<file path="src/rtl/arb_rr_grant_if.sv">
// ---------------------------------------------------------------------------
// arb_rr_grant_if
// Request/grant bundle between a set of agents and the round-robin arbiter.
//
// Parameters
//   NUM_AGENTS  number of requesters (>= 2)
//
// Signals
//   req        agents -> arbiter   per-agent level request
//   ack        arbiter -> agents   per-agent grant, one-hot or zero
//   gnt_valid  arbiter -> agents   high while any ack bit is set
//   gnt_idx    arbiter -> agents   index of the set ack bit, 0 when idle
//
// Modports
//   master  agent side (drives req)
//   slave   arbiter side (drives ack, gnt_valid, gnt_idx)
// ---------------------------------------------------------------------------
interface arb_rr_grant_if #(
    parameter int NUM_AGENTS = 2
) ();
    localparam int IDX_W = $clog2(NUM_AGENTS);

    logic [NUM_AGENTS-1:0] req;
    logic [NUM_AGENTS-1:0] ack;
    logic                  gnt_valid;
    logic [IDX_W-1:0]      gnt_idx;

    modport master (output req, input ack, input gnt_valid, input gnt_idx);
    modport slave  (input req, output ack, output gnt_valid, output gnt_idx);
endinterface

</file>
<file path="src/rtl/arb_rr_grant.sv">
// ---------------------------------------------------------------------------
// arb_rr_grant
// Round-robin arbiter in front of the shared NPU resource port. Grants one
// agent at a time with a registered one-hot ack, keeps the grant while the
// owner holds req, and (when MAX_HOLD > 0) forces a hand-over after MAX_HOLD
// consecutive cycles if anybody else is waiting.
//
// Parameters
//   NUM_AGENTS  number of requesters (>= 2)
//   MAX_HOLD    max consecutive grant cycles while others wait, 0 = unlimited
//
// Ports
//   clk   clock, everything on posedge
//   rst   synchronous active-high reset
//   bus   arb_rr_grant_if slave modport (req in; ack/gnt_valid/gnt_idx out)
// ---------------------------------------------------------------------------
module arb_rr_grant #(
    parameter int NUM_AGENTS = 2,
    parameter int MAX_HOLD   = 4
) (
    input  logic          clk,
    input  logic          rst,
    arb_rr_grant_if.slave bus
);
    localparam int IDX_W = $clog2(NUM_AGENTS);
    localparam int HC_W  = (MAX_HOLD > 0) ? $clog2(MAX_HOLD + 1) : 1;
    localparam logic [HC_W-1:0]  HOLD_MAX = HC_W'(MAX_HOLD);
    localparam logic [IDX_W-1:0] LAST_IDX = IDX_W'(NUM_AGENTS - 1);

    typedef enum logic {IDLE, GRANT} state_t;

    state_t                state, state_n;
    logic [IDX_W-1:0]      last_ptr, last_ptr_n;
    logic [HC_W-1:0]       hold_cnt, hold_cnt_n;
    logic [NUM_AGENTS-1:0] owner_oh;
    logic [NUM_AGENTS-1:0] others;

    // Search mask starting just after ptr and wrapping; ptr itself is
    // visited last, so the previous owner has the lowest priority.
    function automatic logic [IDX_W-1:0] rr_pick(input logic [NUM_AGENTS-1:0] mask,
                                                 input logic [IDX_W-1:0]      ptr);
        logic [IDX_W-1:0] sel;
        logic [IDX_W-1:0] cand_idx;
        logic             found;
        int               cand;
        sel   = '0;
        found = 1'b0;
        for (int k = 1; k <= NUM_AGENTS; k++) begin
            cand = int'(ptr) + k;
            if (cand >= NUM_AGENTS) cand = cand - NUM_AGENTS;
            cand_idx = IDX_W'(cand);
            if (!found && mask[cand_idx]) begin
                sel   = cand_idx;
                found = 1'b1;
            end
        end
        return sel;
    endfunction

    // last_ptr doubles as the owner index while in GRANT, since it is
    // loaded with the granted index on every new grant.
    assign owner_oh = {{(NUM_AGENTS-1){1'b0}}, 1'b1} << last_ptr;
    assign others   = bus.req & ~owner_oh;

    // State register: arbitration state, rotation pointer and hold counter.
    // Reset parks the pointer on the last agent so agent 0 wins first.
    always_ff @(posedge clk) begin
        if (rst) begin
            state    <= IDLE;
            last_ptr <= LAST_IDX;
            hold_cnt <= '0;
        end else begin
            state    <= state_n;
            last_ptr <= last_ptr_n;
            hold_cnt <= hold_cnt_n;
        end
    end

    // Next-state logic: keep the owner while it requests and is under its
    // hold cap (or nobody else is waiting); otherwise hand over directly to
    // the next requester so there is no idle cycle between grants.
    always_comb begin
        state_n    = state;
        last_ptr_n = last_ptr;
        hold_cnt_n = hold_cnt;
        case (state)
            IDLE: begin
                if (|bus.req) begin
                    state_n    = GRANT;
                    last_ptr_n = rr_pick(bus.req, last_ptr);
                    hold_cnt_n = HC_W'(1);
                end
            end
            GRANT: begin
                if (bus.req[last_ptr] &&
                    ((MAX_HOLD == 0) || (hold_cnt < HOLD_MAX) || (others == '0))) begin
                    if (hold_cnt < HOLD_MAX) hold_cnt_n = hold_cnt + HC_W'(1);
                end else if (others != '0) begin
                    last_ptr_n = rr_pick(others, last_ptr);
                    hold_cnt_n = HC_W'(1);
                end else begin
                    state_n    = IDLE;
                    hold_cnt_n = '0;
                end
            end
            default: state_n = IDLE;
        endcase
    end

    // Outputs are pure decodes of registered state, so they change only on
    // the clock edge and never follow req combinationally.
    always_comb begin
        bus.ack       = '0;
        bus.gnt_valid = 1'b0;
        bus.gnt_idx   = '0;
        if (state == GRANT) begin
            bus.ack       = owner_oh;
            bus.gnt_valid = 1'b1;
            bus.gnt_idx   = last_ptr;
        end
    end
endmodule

</file>
<file path="src/flat_wrapper.sv">
// flat-port wrapper written by rule: the top's interface ports become plain ports
module arb_rr_grant_flat 
#(
    parameter int NUM_AGENTS = 2,
    parameter int MAX_HOLD   = 4
)
  (clk, rst, bus_req, bus_ack, bus_gnt_valid, bus_gnt_idx);
  arb_rr_grant_if #(.NUM_AGENTS(NUM_AGENTS)) bus_i ();
  input  logic clk;
  input  logic rst;
  input wire logic [$bits(bus_i.req)-1:0] bus_req;
  output wire logic [$bits(bus_i.ack)-1:0] bus_ack;
  output wire logic [$bits(bus_i.gnt_valid)-1:0] bus_gnt_valid;
  output wire logic [$bits(bus_i.gnt_idx)-1:0] bus_gnt_idx;
  assign bus_i.req = bus_req;
  assign bus_ack = bus_i.ack;
  assign bus_gnt_valid = bus_i.gnt_valid;
  assign bus_gnt_idx = bus_i.gnt_idx;
  arb_rr_grant #(.NUM_AGENTS(NUM_AGENTS), .MAX_HOLD(MAX_HOLD)) u_core (.clk(clk), .rst(rst), .bus(bus_i));
endmodule
</file>
<file path="config.mk">
export PLATFORM = sky130hd
export DESIGN_NAME = arb_rr_grant_flat
export DESIGN_NICKNAME = d
export VERILOG_FILES = /design/src/rtl/arb_rr_grant_if.sv /design/src/rtl/arb_rr_grant.sv /design/src/flat_wrapper.sv
export SDC_FILE = /design/constraint.sdc
export NUM_CORES = 1
export LEC_CHECK = 0
export CORE_AREA = 2 2 39 41
export CTS_CLUSTER_DIAMETER = 80
export DETAILED_ROUTE_END_ITERATION = 10
export DIE_AREA = 0 0 41 43
export PLACE_DENSITY = 0.47
export SYNTH_ARGS = -nofsm -noshare
export SYNTH_HDL_FRONTEND = slang
export SYNTH_SLANG_ARGS = --single-unit
export TNS_END_PERCENT = 20
</file>
<file path="constraint.sdc">
create_clock -name clk -period 1.44 [get_ports clk]
set_input_delay 0.288 -clock clk [delete_from_list [all_inputs] [get_ports clk]]
set_output_delay 0.288 -clock clk [all_outputs]
set_load 0.02 [all_outputs]
</file>
After elaboration in Yosys (flattened, before gate mapping)
Index checks and enable logic that the tools add are counted.
{ "totals": {"word_cells": 84, "regBits": 5, "inputBits": 4} }
{ "op_classes": {"order_cmp": 8, "reduce_logical": 11, "bitwise_logic": 3, "eq_ne": 4, "n_mux": 49, "n_addsub": 5, "shifts": 1} }
{ "op_table": {"columns": ["op", "n"], "rows": [
  ["1-bit two-way mux", 42],
  ["1-bit by 2-bit less-than comparator with 1-bit output, second input constant", 5],
  ["3-bit two-way mux", 3],
  ["3-bit case mux with 2 select lines", 1],
  ["2-bit inequality test, second input constant", 2],
  ["1-bit case mux with 2 select lines", 2],
  ["1-bit by 2-bit adder with 3-bit output, second input constant", 1],
  ["3-bit by 1-bit adder with 3-bit output, second input constant", 1],
  ["3-bit by 2-bit greater-or-equal comparator with 1-bit output, second input constant", 1],
  ["1-bit logical AND", 3],
  ["3-bit less-than comparator, second input constant", 1],
  ["3-bit inequality test, second input constant", 1],
  ["3-bit AND reduction", 1],
  ["1-bit by 1-bit adder with 2-bit output, second input constant", 1],
  ["2-bit AND", 1],
  ["2-bit greater-or-equal comparator, second input constant", 1],
  ["1-bit logical NOT", 2],
  ["2-bit logical NOT", 1],
  ["2-bit two-way mux", 1],
  ["2-bit by 1-bit inequality test with 1-bit output, second input constant", 1],
  ["2-bit inverter", 1],
  ["2-bit AND reduction", 1],
  ["2-bit nonzero test", 1],
  ["2-bit OR reduction", 1],
  ["other kinds (4)", 5]
]} }

Longest topological paths before layout
Gate-level depths: netlist of run 1.
{ "logic_depth": {"word_depth": 20, "ltp_mapped": 5} }

Least setup slack after synthesis of run 1
No wires, ideal clock.
{ "synth_path": {"path_kind": "register to output", "startpoint": "reg u_core.state", "endpoint": "out bus_ack[1]", "slack_ns": 0.165, "stages_incl_launch_ff": 4, "n_path_buf": 2, "arrival_time_ns": 0.987, "path_cell_list": "dfxtp_1 buf_2 and2_2 buf_4"} }
{ "synth_between": {"elab_chain_cells": 1} }
{ "synth_lines": {"columns": ["item", "line", "rtl"], "rows": [
  ["from (decl)", "arb_rr_grant.sv:32", "state_t state, state_n;"],
  ["from (signal assigned)", "arb_rr_grant.sv:73", "state <= state_n;"],
  ["2-bit two-way mux", "arb_rr_grant.sv:116", "if (state == GRANT) begin"],
  ["to (decl)", "flat_wrapper.sv:12", "output wire logic [$bits(bus_i.ack)-1:0] bus_ack;"]
]} }
No other way between the ends.

Worst setup path after layout of run 1
{ "layout_path": {"startpoint": "reg u_core.last_ptr", "endpoint": "out bus_ack[0]"} }
{ "layout_between": {"elab_chain_cells": 2} }
{ "layout_lines": {"columns": ["item", "line", "rtl"], "rows": [
  ["from (decl)", "arb_rr_grant.sv:33", "logic [IDX_W-1:0] last_ptr, last_ptr_n;"],
  ["from (signal assigned)", "arb_rr_grant.sv:74", "last_ptr <= last_ptr_n;"],
  ["1-bit by 1-bit left shift with 2-bit output", "arb_rr_grant.sv:62", "assign owner_oh = {{(NUM_AGENTS-1){1'b0}}, 1'b1} << last_ptr;"],
  ["2-bit two-way mux", "arb_rr_grant.sv:116", null]
]} }
No other way between the ends.

==> qor.txt, run 1 <==
RUN STATUS
----------------------------------------------------------------------------------------
Run status                                                                  finished clean

FINISH
----------------------------------------------------------------------------------------
Nets                                                                                  58
Filler instances                                                                     137
Antenna diodes                                                                         0
Seq. cell area                                                                 100.1 um2
Ratio of cells with drive above 1 in the final layout                             0.2692
Area growth from synthesis to layout                                              51.25%
Area of combinational cells with multiple inputs                               183.9 um2

FLOORPLANNING
----------------------------------------------------------------------------------------
Vertical die dimension                                                             43 um
Effective utilization at floorplan                                                0.2170
Total number of placement rows                                                        14
Die Footprint                                                               0.001763 mm2
Ports placed on the boundary                                                           8
Overall die width                                                                  41 um
Core area                                                                   0.001384 mm2

LOGIC SYNTHESIS
----------------------------------------------------------------------------------------
Library cells used by synthesis                                                       22
Average cell area after synthesis                                              8.341 um2
Total standard cell area after synthesis                                       300.3 um2
Number of register bits inferred by synthesis                                          5
Yosys synthesis warning count                                                          0
Sequential fraction of the synthesis area                                         0.3333
Nets in the synthesized netlist                                                       41
Mapped Cells                                                                          36

DETAILED ROUTING
----------------------------------------------------------------------------------------
Total wirelength of the detailed-routed design                                    669 um
Detailed router's first-iteration violation count                                     10
Residual DRC count                                                                     0
Vias per std cell                                                                  4.618
Number of search-and-repair iterations in the first detailed-routing pass              4
Count of vias placed by the detailed router                                          314
Final routed wire length divided by cell count                                  9.838 um
Post-detailed-route count of antenna-violating nets                                    0

WORST HOLD PATH
----------------------------------------------------------------------------------------
Type of the most critical hold path                                         flop to flop

PWR
----------------------------------------------------------------------------------------
Total power density per cell area                                           894.1 mW/mm2
Worst VDD drop                                                                  402.6 uV
Leakage power summed over all cells                                         0.0002012 uW

PLACE
----------------------------------------------------------------------------------------
GPL Wtd Cong                                                                      0.7131
Post-DP HPWL                                                                    508.1 um
Worst slack at placement                                                      -0.1358 ns
Number of buffers inserted by port buffering                                           7

CLOCK TREE
----------------------------------------------------------------------------------------
Clock-pin transition on the worst setup and hold timing paths                    0.04 ns
CTS sink count                                                                         5
Post-CTS setup-driven buffer insertion count                                           0
H-tree depth                                                                           1
Clock buffer depth                                                                     2
Cts hold-fix bufs                                                                      0
Number of CTS-inserted buffers                                                         3
Clock insertion delay at the later pin of the skew report                        0.24 ns
Clock root buffer                                                           sky130_fd_sc_hd__clkbuf_4
CTS tree                                                                           built

STA
----------------------------------------------------------------------------------------
Count of endpoints failing setup in the final report                                   0
Final hold viol count                                                                  0
Total count of max-transition violations in the final report                           0
Post-Route Hold Slack                                                          0.5064 ns
Headroom to the max-slew limit                                                    0.8185
Min Tclk post-route                                                             1.366 ns
Setup repair after global routing missed its margin                                false
Fmax                                                                           732.1 MHz
Worst setup slack after layout                                                0.07404 ns
Setup Skew                                                                   0.003682 ns
Pin slew with the least headroom to its limit                                  0.2701 ns
Final cycle utilization of the critical path                                      0.9486

GRT
----------------------------------------------------------------------------------------
Largest net degree at the start of global routing                                      8
Via count of the first global-routing pass                                           265
Aggregate global-route resource usage                                             0.1036
Remaining Overflow, GRT                                                                0
Global-route wire length before repair                                          1.166 mm
Number of antenna violations at the first check in global routing                      0

SETUP PATH
----------------------------------------------------------------------------------------
Crit Path Class                                                             flop to primary output
Arr. time, crit path                                                             1.08 ns
Required time of the worst setup path                                            1.15 ns
Crit start category                                                                 flop
Endpoint type of the worst setup path                                       primary output
Max FO, Critical Path                                                                  3

RUN
----------------------------------------------------------------------------------------
Max-capacitance violation count                                                        0

## timing repair
item | in CTS | in global routing
resized for setup | 4 | 2
gates cloned | 0 | 0
endpoints found under the setup margin | 4 | 2
## cells in the final DEF, fill, tap and decap left out
| cell type | instances |
|---|---|
| sky130_fd_sc_hd__a32oi_1 | 1 |
| sky130_fd_sc_hd__dlygate4sd2_1 | 2 |
| sky130_fd_sc_hd__o211a_1 | 1 |
| sky130_fd_sc_hd__buf_4 | 7 |
| sky130_fd_sc_hd__nand2_1 | 2 |
| sky130_fd_sc_hd__and2b_1 | 1 |
| sky130_fd_sc_hd__and2_2 | 1 |
| sky130_fd_sc_hd__a21oi_1 | 3 |
| sky130_fd_sc_hd__nor3_1 | 2 |
| sky130_fd_sc_hd__clkbuf_4 | 3 |
| sky130_fd_sc_hd__o21ai_0 | 2 |
| sky130_fd_sc_hd__inv_1 | 1 |
| sky130_fd_sc_hd__nand2_2 | 1 |
| sky130_fd_sc_hd__clkbuf_1 | 1 |
| sky130_fd_sc_hd__and2b_2 | 1 |
| sky130_fd_sc_hd__a21boi_0 | 1 |
| sky130_fd_sc_hd__nand2b_1 | 4 |
| sky130_fd_sc_hd__o22ai_2 | 1 |
| sky130_fd_sc_hd__clkdlybuf4s15_1 | 2 |
| sky130_fd_sc_hd__dfxtp_1 | 5 |
| sky130_fd_sc_hd__a221oi_1 | 1 |
| sky130_fd_sc_hd__nand4_1 | 1 |
| sky130_fd_sc_hd__nor2_1 | 2 |
| sky130_fd_sc_hd__clkdlybuf4s50_1 | 3 |
| sky130_fd_sc_hd__a31oi_1 | 2 |
| sky130_fd_sc_hd__ha_1 | 1 |
## cell type report
type,instances,area share
Multi-Input combinational cell,28,0.4050
Timing Repair Buffer,14,0.2645
Sequential cell,5,0.2204
Clock buffer,4,0.05785
Tap cell,16,0.04408
Inverter,1,0.008264
## state kept, by name (all words and copies together), names as in the netlist
register         flops
u_core.last_ptr      1
u_core.hold_cnt      3
u_core.state         1
## critical path: stages (launching register included)
cell and delay (ns):
sky130_fd_sc_hd__dfxtp_1 0.32, sky130_fd_sc_hd__and2b_2 0.21, sky130_fd_sc_hd__dlygate4sd2_1 0.31
## Yosys cell counts
cell,count,area share
sky130_fd_sc_hd__and2b_2,1,0.029
sky130_fd_sc_hd__dfxtp_1,5,0.33
sky130_fd_sc_hd__o21ai_0,2,0.033
sky130_fd_sc_hd__nand4_1,1,0.021
sky130_fd_sc_hd__buf_2,1,0.017
sky130_fd_sc_hd__and2b_1,1,0.025
sky130_fd_sc_hd__nor3_1,2,0.033
sky130_fd_sc_hd__nor2_1,2,0.025
sky130_fd_sc_hd__a31oi_1,2,0.042
sky130_fd_sc_hd__inv_1,1,0.012
sky130_fd_sc_hd__o22ai_2,1,0.042
sky130_fd_sc_hd__a21oi_1,3,0.050
sky130_fd_sc_hd__a21boi_0,1,0.025
sky130_fd_sc_hd__a32oi_1,1,0.029
sky130_fd_sc_hd__nand2_2,1,0.021
sky130_fd_sc_hd__a221oi_1,1,0.029
sky130_fd_sc_hd__buf_4,1,0.025
sky130_fd_sc_hd__and2_2,1,0.025
sky130_fd_sc_hd__nand2_1,2,0.025
sky130_fd_sc_hd__ha_1,1,0.042
sky130_fd_sc_hd__o211a_1,1,0.033
sky130_fd_sc_hd__nand2b_1,4,0.083
## logic make-up after synthesis
logic type,synth area share
adders and majority gates,0.04166
buffers and inverters,0.05415
and+or+nand+nor,0.2876
DFF,0.3333
AOI/OAI and AO/OA,0.2833
## path summary, 6_finish.rpt
| path | slack, ns | to | from | cells past startpoint |
|---|---|---|---|---|
| worst min-delay path | 0.51 | u_core.hold_cnt[1] | u_core.hold_cnt[1] | 2 |
| worst max register to register | 0.24 | u_core.hold_cnt[2] | u_core.state | 5 |
| worst max-delay path | 0.07 | bus_ack[0] | u_core.last_ptr | 2 |
| worst min register to register | 0.51 | u_core.hold_cnt[1] | u_core.hold_cnt[1] | 2 |
## layer usage
| metal | up-vias | share of wire | wire (um) | GRT usage |
|---|---|---|---|---|
| met5 | - | 0 | 0 | 0 |
| met4 | 0 | 0.012 | 8 | 0.1000 |
| met3 | 2 | 0.076 | 51 | 0.03141 |
| met2 | 12 | 0.41 | 271 | 0.1125 |
| met1 | 138 | 0.51 | 338 | 0.1489 |
| li1 | 162 | - | - | - |
## stage by stage
step           area (um2)  utilization  setup TNS, ns  cells  total power, uW
6_report            454.2       0.3282              0     68            406.1
4_1_cts             451.7       0.3264              0     68            412.9
3_3_place_gp        430.4       0.3110        -0.3240     64            256.0
2_1_floorplan       300.3            -              0     36            207.2
3_5_place_dp        430.4       0.3110        -0.2793     64            254.9
5_1_grt             454.2       0.3282              0     68            437.9
## report_power, final
part / internal (uW) / total (uW) / switching (uW)
registers: 147 / 152 / 5.46
logic: 49.6 / 97.0 / 47.4
clock network: 104 / 157 / 52.6
(Power assumes the default switching activity.)
==> run 2: changes to the inputs <==
Settings changed: RECOVER_POWER set to 25.
==> results of run 2 <==
The final DEF is identical to that of run 1; final timing and power are the same.
==> run 3: changes to the inputs <==
Settings changed: CELL_PAD_IN_SITES_DETAIL_PLACEMENT set to 0, CELL_PAD_IN_SITES_GLOBAL_PLACEMENT set to 1, PLACE_DENSITY 0.47 to 0.59.
==> qor.txt, run 3 (synthesis gave the netlist of run 1 again) <==
FLOORPLANNING
----------------------------------------------------------------------------------------
Ports placed on the boundary                                                           8
Effective utilization at floorplan                                                0.2170
Total number of placement rows                                                        14
Die Footprint                                                               0.001763 mm2
Core area                                                                   0.001384 mm2
Overall die width                                                                  41 um
Vertical die dimension                                                             43 um

FINISH
----------------------------------------------------------------------------------------
Filler instances                                                                     149
Biggest regs                                                                u_core.hold_cnt (3), u_core.last_ptr (1), u_core.state (1)
Antenna diodes                                                                         0
Utilization after layout                                                          0.3336
Number of flip-flops in the largest register                                           3
Most frequent cells in the layout                                           sky130_fd_sc_hd__buf_4, sky130_fd_sc_hd__dfxtp_1, sky130_fd_sc_hd__nand2b_1
Area growth from synthesis to layout                                              53.75%
Most common cell after layout, fill and taps aside                          sky130_fd_sc_hd__buf_4
Ratio of cells with drive above 1 in the final layout                             0.2830
Nets                                                                                  59
Top reg by flops                                                            u_core.hold_cnt

GRT
----------------------------------------------------------------------------------------
Via count of the first global-routing pass                                           295
Met1 Track Usage GR                                                               0.1290
Number of antenna violations at the first check in global routing                      0
Largest net degree at the start of global routing                                      7
Remaining Overflow, GRT                                                                0
Met2 routing resource usage after global routing                                  0.1344
Aggregate global-route resource usage                                             0.1075
Global-route wire length before repair                                          1.179 mm
Met3 demand-to-capacity share in global routing                                  0.07853
Routing layer with the top usage in global route                                    met2

PWR
----------------------------------------------------------------------------------------
Switching portion of total power                                                  0.2627
Design internal power                                                           302.7 uW
Worst VDD drop                                                                  410.5 uV
Sequential group share of total power                                              0.372
Clk pwr share                                                                      0.387
Relative contribution of combinational cells to total power                        0.240
Total power density per cell area                                           889.2 mW/mm2
Sw power                                                                        107.9 uW
Leakage power summed over all cells                                         0.0002049 uW

SETUP PATH
----------------------------------------------------------------------------------------
Critical-path cell list                                                     and2_2, dlygate4sd2_1
Crit path buffers/inverters                                                            1
Endpoint type of the worst setup path                                       primary output
Crit Path Class                                                             flop to primary output
Crit start category                                                                 flop
Crit path max-delay family                                                    flip-flops
Required time of the worst setup path                                            1.15 ns
Reg2Reg Launch Point                                                        u_core.state
Max stage delay on crit path                                                     0.37 ns
Worst reg2reg endpoint                                                      u_core.last_ptr
Arr. time, crit path                                                             1.09 ns
Max FO, Critical Path                                                                  3
Cell with the largest stage delay on the worst path                         sky130_fd_sc_hd__dfxtp_1
Worst reg-to-reg path cell count                                                       6
Minimum setup slack among reg-to-reg paths                                       0.14 ns

DETAILED ROUTING
----------------------------------------------------------------------------------------
Detailed router's first-iteration violation count                                      9
Residual DRC count                                                                     0
Total wirelength of the detailed-routed design                                    693 um
Count of vias placed by the detailed router                                          324
Final routed wire length divided by cell count                                  10.04 um
Vias per std cell                                                                  4.696
Number of search-and-repair iterations in the first detailed-routing pass              4
Post-detailed-route count of antenna-violating nets                                    0

STA
----------------------------------------------------------------------------------------
Total count of max-transition violations in the final report                           0
Final cycle utilization of the critical path                                      0.9565
Min Tclk post-route                                                             1.377 ns
Final hold viol count                                                                  0
Setup Skew                                                                  0.0005549 ns
Fmax                                                                           726.0 MHz
Pin slew with the least headroom to its limit                                  0.2701 ns
Count of endpoints failing setup in the final report                                   0
Post-Route Hold Slack                                                          0.5236 ns
Headroom to the max-slew limit                                                    0.8186
Setup repair after global routing missed its margin                                false

CLOCK TREE
----------------------------------------------------------------------------------------
Post-CTS setup-driven buffer insertion count                                           0
CTS sink count                                                                         5
Clock-pin transition on the worst setup and hold timing paths                    0.04 ns
Cts hold-fix bufs                                                                      0
Number of CTS-inserted buffers                                                         3
Clock root buffer                                                           sky130_fd_sc_hd__clkbuf_4
Clock buffer depth                                                                     2
CTS tree                                                                           built
H-tree depth                                                                           1
Clock insertion delay at the later pin of the skew report                        0.24 ns

RUN STATUS
----------------------------------------------------------------------------------------
Run status                                                                  finished clean

PLACE
----------------------------------------------------------------------------------------
GPL Wtd Cong                                                                      0.7054
Post-DP HPWL                                                                    543.9 um
Number of buffers inserted by port buffering                                           7

RUN
----------------------------------------------------------------------------------------
Max-capacitance violation count                                                        0

WORST HOLD PATH
----------------------------------------------------------------------------------------
Launch instance of the worst min-delay path                                 u_core.hold_cnt[1]
Worst hold path depth                                                                  2
Type of the most critical hold path                                         flop to flop
Hold path endpoint                                                          u_core.hold_cnt[1]

-- run 3: worst max path at each step --
stage	from	depth (start not counted)	endpoint
3_3_place_gp	bus_req[1]	5	u_core.hold_cnt[2]
4_1_cts	u_core.last_ptr	2	bus_ack[0]
2_1_floorplan	u_core.state	3	bus_ack[1]
3_5_place_dp	bus_req[1]	5	u_core.hold_cnt[2]
5_1_grt	u_core.state	2	bus_gnt_idx
6_report	u_core.state	2	bus_gnt_idx
-- run 3: power by group through the flow --
stage / logic [uW] / registers, uW / clock network, uW
6_report: 98.7 / 153 / 159
5_1_grt: 109 / 154 / 178
4_1_cts: 98.1 / 153 / 168
3_5_place_dp: 103 / 155 / 0
3_3_place_gp: 105 / 155 / 0
2_1_floorplan: 50.0 / 157 / 0
-- run 3: repair_timing --
action                     in CTS  in global routing
cloned                          0                  0
setup endpoints to repair       4                  2
resized for setup               4                  2
-- run 3: stage by stage --
step	instance area, um2	total power, uW	worst slack [ns]	instances	setup TNS [ns]
2_1_floorplan	300.3	207.2	0.1646	36	0
3_3_place_gp	437.9	260.1	-0.1635	65	-0.3016
3_5_place_dp	437.9	258.5	-0.1130	65	-0.2331
4_1_cts	459.2	418.9	0.03449	69	0
5_1_grt	461.7	440.3	0.0008037	69	0
6_report	461.7	410.5	0.06262	69	0
-- run 3: layout make-up --
type                            instances  area, um2  share of cell area
Tap cell                               16      20.02             0.04336
Multi-Input combinational cell         28      183.9              0.3984
Sequential cell                         5      100.1              0.2168
Inverter                                1      3.754            0.008130
Timing Repair Buffer                   15      127.6              0.2764
Clock buffer                            4      26.28             0.05691
-- run 3: routing by layer --
metal  wire, um  up-vias
li1           -      163
met1        323      144
met2        299       15
met3         62        2
met4          8        0
met5          0        -
-- run 3: worst register-to-register path: cells and delay by family, from the launching register on --
family | cells | cell delay (ns)
flops | 1 | 0.33
buf+inv | 2 | 0.28
simple gates | 2 | 0.33
compound gates | 2 | 0.23
==> variant 1: new RTL, config.mk and constraints of run 2 <==
`MAX_HOLD` is set to 4 in 2 places; all go to 8.
--- a/src/rtl/arb_rr_grant.sv
+++ b/src/rtl/arb_rr_grant.sv
@@ -18,3 +18,3 @@
     parameter int NUM_AGENTS = 2,
-    parameter int MAX_HOLD   = 4
+    parameter int MAX_HOLD   = 8
 ) (
--- a/src/flat_wrapper.sv
+++ b/src/flat_wrapper.sv
@@ -4,3 +4,3 @@
     parameter int NUM_AGENTS = 2,
-    parameter int MAX_HOLD   = 4
+    parameter int MAX_HOLD   = 8
 )
Behaviour: not the same (a bounded check fails within 10 cycles, from zero or initial values and one cycle with rst high).
==> variant 1 against run 2 <==
  * Sequential power up 23%
  * Sequential cell count up 1
  * Cell count up 7.4%
  * First-iteration DRC count down 60%
  * Global-route usage up 0.83 points
  * Total power up 6.5%
  * Synthesized area up 31%
  * Largest cell class unchanged
  * Setup slack worse by 0.021 ns
  * Highest routed layer unchanged
  * Cell area up 12%
  * Routed wire length up 17%
  * Fmax down 1.5%
  * Clock skew down 0.0016 ns
==> variant 1: results (changes against run 2) <==
* Cell at the slowest stage of the critical path: dfxtp_4
* Detailed Place HPWL at 586 um (+15%)
* Sequential cell area fraction in the yosys report at 30.6% (-2.8 points)
* Post-synthesis area per instance at 8.73 um2 (+4.7%)
* Worst hold-check slack at 0.502 ns (-0.00398 ns)
* Portion of the clock cycle consumed by the worst path in the final layout at 96.3% (+1.5 points)
* Register-to-Register Setup Slack at 0.07 ns (-0.17 ns)
* Place WS at -0.431 ns (-0.295 ns)
* Switching Power at 0.000116 W (+9.6%)
* Cell area after placement at 497 um2 (+15%)
* Worst endpoint data arrival time at 1.10 ns (+0.02 ns)
* Final layout net count at 64 (+10%)
* # resized after CTS at 7 (+3)
* Initial DRT Pass Iterations at 3 (-1)
* Synth cell count leaders: dfxtp_1 (6), nand2_1 (5), nor2_1 (3)
* Total track usage at 11.2% (+0.83 points)
* Top contributor to total power: sequential cells
* Leakage component of the power at 0.207 nW (+2.8%)
* Run status: complete, no violations
* Largest fanout on the critical path at 8 (+5)
* Slew HR at 83.0% (+1.1 points)
* Max incr delay on CP at 0.35 ns (+0.03 ns)
* Largest voltage drop on the vdd net at 0.494 mV (+23%)
* Count of placed standard cells in the final layout, fillers left out at 73 (+7.4%)
* Routed vias at 352 (+12%)
variant 1: path summary, 6_finish.rpt:
kind,end,cells past startpoint,start
worst max-delay path,bus_ack[0],2,u_core.last_ptr
worst min-delay path,u_core.hold_cnt[1],2,u_core.hold_cnt[1]
worst max register to register,u_core.hold_cnt[2],4,u_core.last_ptr
worst min register to register,u_core.hold_cnt[1],2,u_core.hold_cnt[1]
variant 1: layout make-up:
class                   instances  area [um2]
well taps                      16        20.0
inverters                       1        3.75
fillers                       145         876
multi-input cells              33         229
flip-flops and latches          6         125
clock buffers                   3        22.5
repair buffers                 14         108
variant 1: logic make-up (layout without fill, tap and decap cells):
kind of cell	after synthesis	after routing	share of synthesized area, %
DFF	6	6	30.6
and+or+nand+nor	18	18	25.5
adders and majority gates	1	1	3.18
buffers and inverters	6	18	11.1
AOI/OAI and AO/OA	13	13	27.1
muxes	1	1	2.55
variant 1: routing by layer:
layer  track usage (%)  wire (um)
met5                 0          0
met4              4.00          8
met3              7.85         52
met2              16.6        365
met1              12.1        354
==> variant 2: new RTL, settings of run 2 <==
Made on the original files. Make the reset (`rst`) asynchronous in one clocked block. Comments in the files are not updated.
--- a/src/rtl/arb_rr_grant.sv
+++ b/src/rtl/arb_rr_grant.sv
@@ -66,3 +66,3 @@
     // Reset parks the pointer on the last agent so agent 0 wins first.
-    always_ff @(posedge clk) begin
+    always_ff @(posedge clk or posedge rst) begin
         if (rst) begin
Formal check against the unedited RTL: differs if rst is asserted again (counterexample within 4 cycles, from zero or initial values and one cycle with rst high); with rst held inactive, the same outputs for 10 cycles.
==> variant 2 against run 2 <==
  * Synthesized area up 11%
  * Via count fell by 1.9%
  * Synthesized cell count decreased by 11%
  * Total power is 31% higher
  * Fmax decreased by 0.32%
  * Sequential cell count is the same
  * Cell area is 7.2% higher
  * Sequential power rose by 24%
  * Setup slack got worse by 0.0043 ns
  * Combinational power is 86% higher
  * Clock power increased by 4%
  * Die area unchanged
  * Routed wire length up 15%
  * Largest power group is now sequential cells
==> variant 2: results (changes against run 2) <==
* Setup skew after layout at 0.00364 ns (-0.0000439 ns)
* Largest cells by area after synthesis: dfrtp_1 (30%), dfstp_2 (7.9%), nor4b_4 (7.1%), a32oi_1 (5.2%), o21ai_0 (4.5%)
* Met1 track demand over resource in global routing at 12.5% (-2.4 points)
* Share of cells above drive strength 1 at 46.0% (+19 points)
* Worst min-delay path class: in2async
* Largest voltage drop on the vdd net at 0.557 mV (+38%)
* Pin count of the biggest net entering global routing at 7 (-1)
* Total track usage at 10.8% (+0.45 points)
* DR WL met2 at 371 um (+37%)
* Placed Cells at 62 (-3.1%)
* Wl on met1 at 326 um (-3.6%)
* Most instantiated flip-flop cell in the synthesis netlist: dfrtp_1
* Actual transition at the worst max-transition pin at 0.256 ns (-0.0146 ns)
* Number of global-route vias before repair at 285 (+7.5%)
* Run status: complete, no violations
* Routed vias at 308 (-1.9%)
* Worst endpoint data arrival time at 1.49 ns (+0.41 ns)
* Final layout net count at 56 (-3.4%)
* Cell count after synthesis at 32 (-11%)
* Synth cell count leaders: dfrtp_1 (4), inv_1 (3), o21ai_0 (3)
* Number of DRC violations after detailed-routing iteration 0 at 5 (-5)
* Met2 layer usage reported by global route at 14.1% (+2.8 points)
* Count of placed standard cells in the final layout, fillers left out at 66 (-2.9%)
* Cell at the slowest stage of the critical path: dfstp_2
* Share of synthesized registers carrying an async set or reset at 100% (+100 points)
* Leakage component of the power at 0.227 nW (+13%)
variant 2: changes by cell type after synthesis, sizes merged, moves of 2 or more:
cell,before,now
dfxtp,5,0
dfrtp,0,4
nand2b,4,0
a21oi,3,1
a31oi,2,0
inv,1,3
nand2,3,1
variant 2: cell families after synthesis:
| logic type | Yosys count | share of synthesized area (%) |
|---|---|---|
| muxes | 1 | 4.49 |
| and+or+nand+nor | 11 | 26.6 |
| AOI/OAI and AO/OA | 10 | 21.7 |
| buffers and inverters | 4 | 5.62 |
| DFF | 5 | 37.8 |
| adders and majority gates | 1 | 3.74 |
variant 2: cell type report:
| cell class | instances | area (um2) |
|---|---|---|
| Fill cell | 147 | 897 |
| Multi-Input combinational cell | 23 | 189 |
| Sequential cell | 5 | 126 |
| Timing Repair Buffer | 15 | 114 |
| Clock buffer | 4 | 26.3 |
| Tap cell | 16 | 20.0 |
| Inverter | 3 | 11.3 |
variant 2: power breakdown:
group          total, W  internal [W]  switching (W)  leakage (nW)
Combinational  0.000180     0.0000922      0.0000882         0.153
Sequential     0.000189      0.000167      0.0000221        0.0586
Clock          0.000164      0.000105      0.0000595        0.0150
variant 2: stage by stage:
step / utilization, % / area [um2] / TNS, ns / hold WS [ns] / setup WS (ns)
after floorplan: - / 334 / 0 / 0.0658 / 0.193
after global placement: 34.4 / 477 / -0.379 / 0.505 / -0.0820
after detailed placement: 34.4 / 477 / -0.549 / 0.519 / -0.108
after CTS: 35.2 / 487 / 0 / 0.255 / 0.0390
after global routing: 35.2 / 487 / 0 / 0.412 / 0.00375
final: 35.2 / 487 / 0 / 0.380 / 0.0697
variant 2: repair_timing:
action,CTS,global route
pin swaps,0,0
hold buffers,0,0
gates resized for setup,13,1
gates cloned,0,0
setup endpoints to repair,4,1
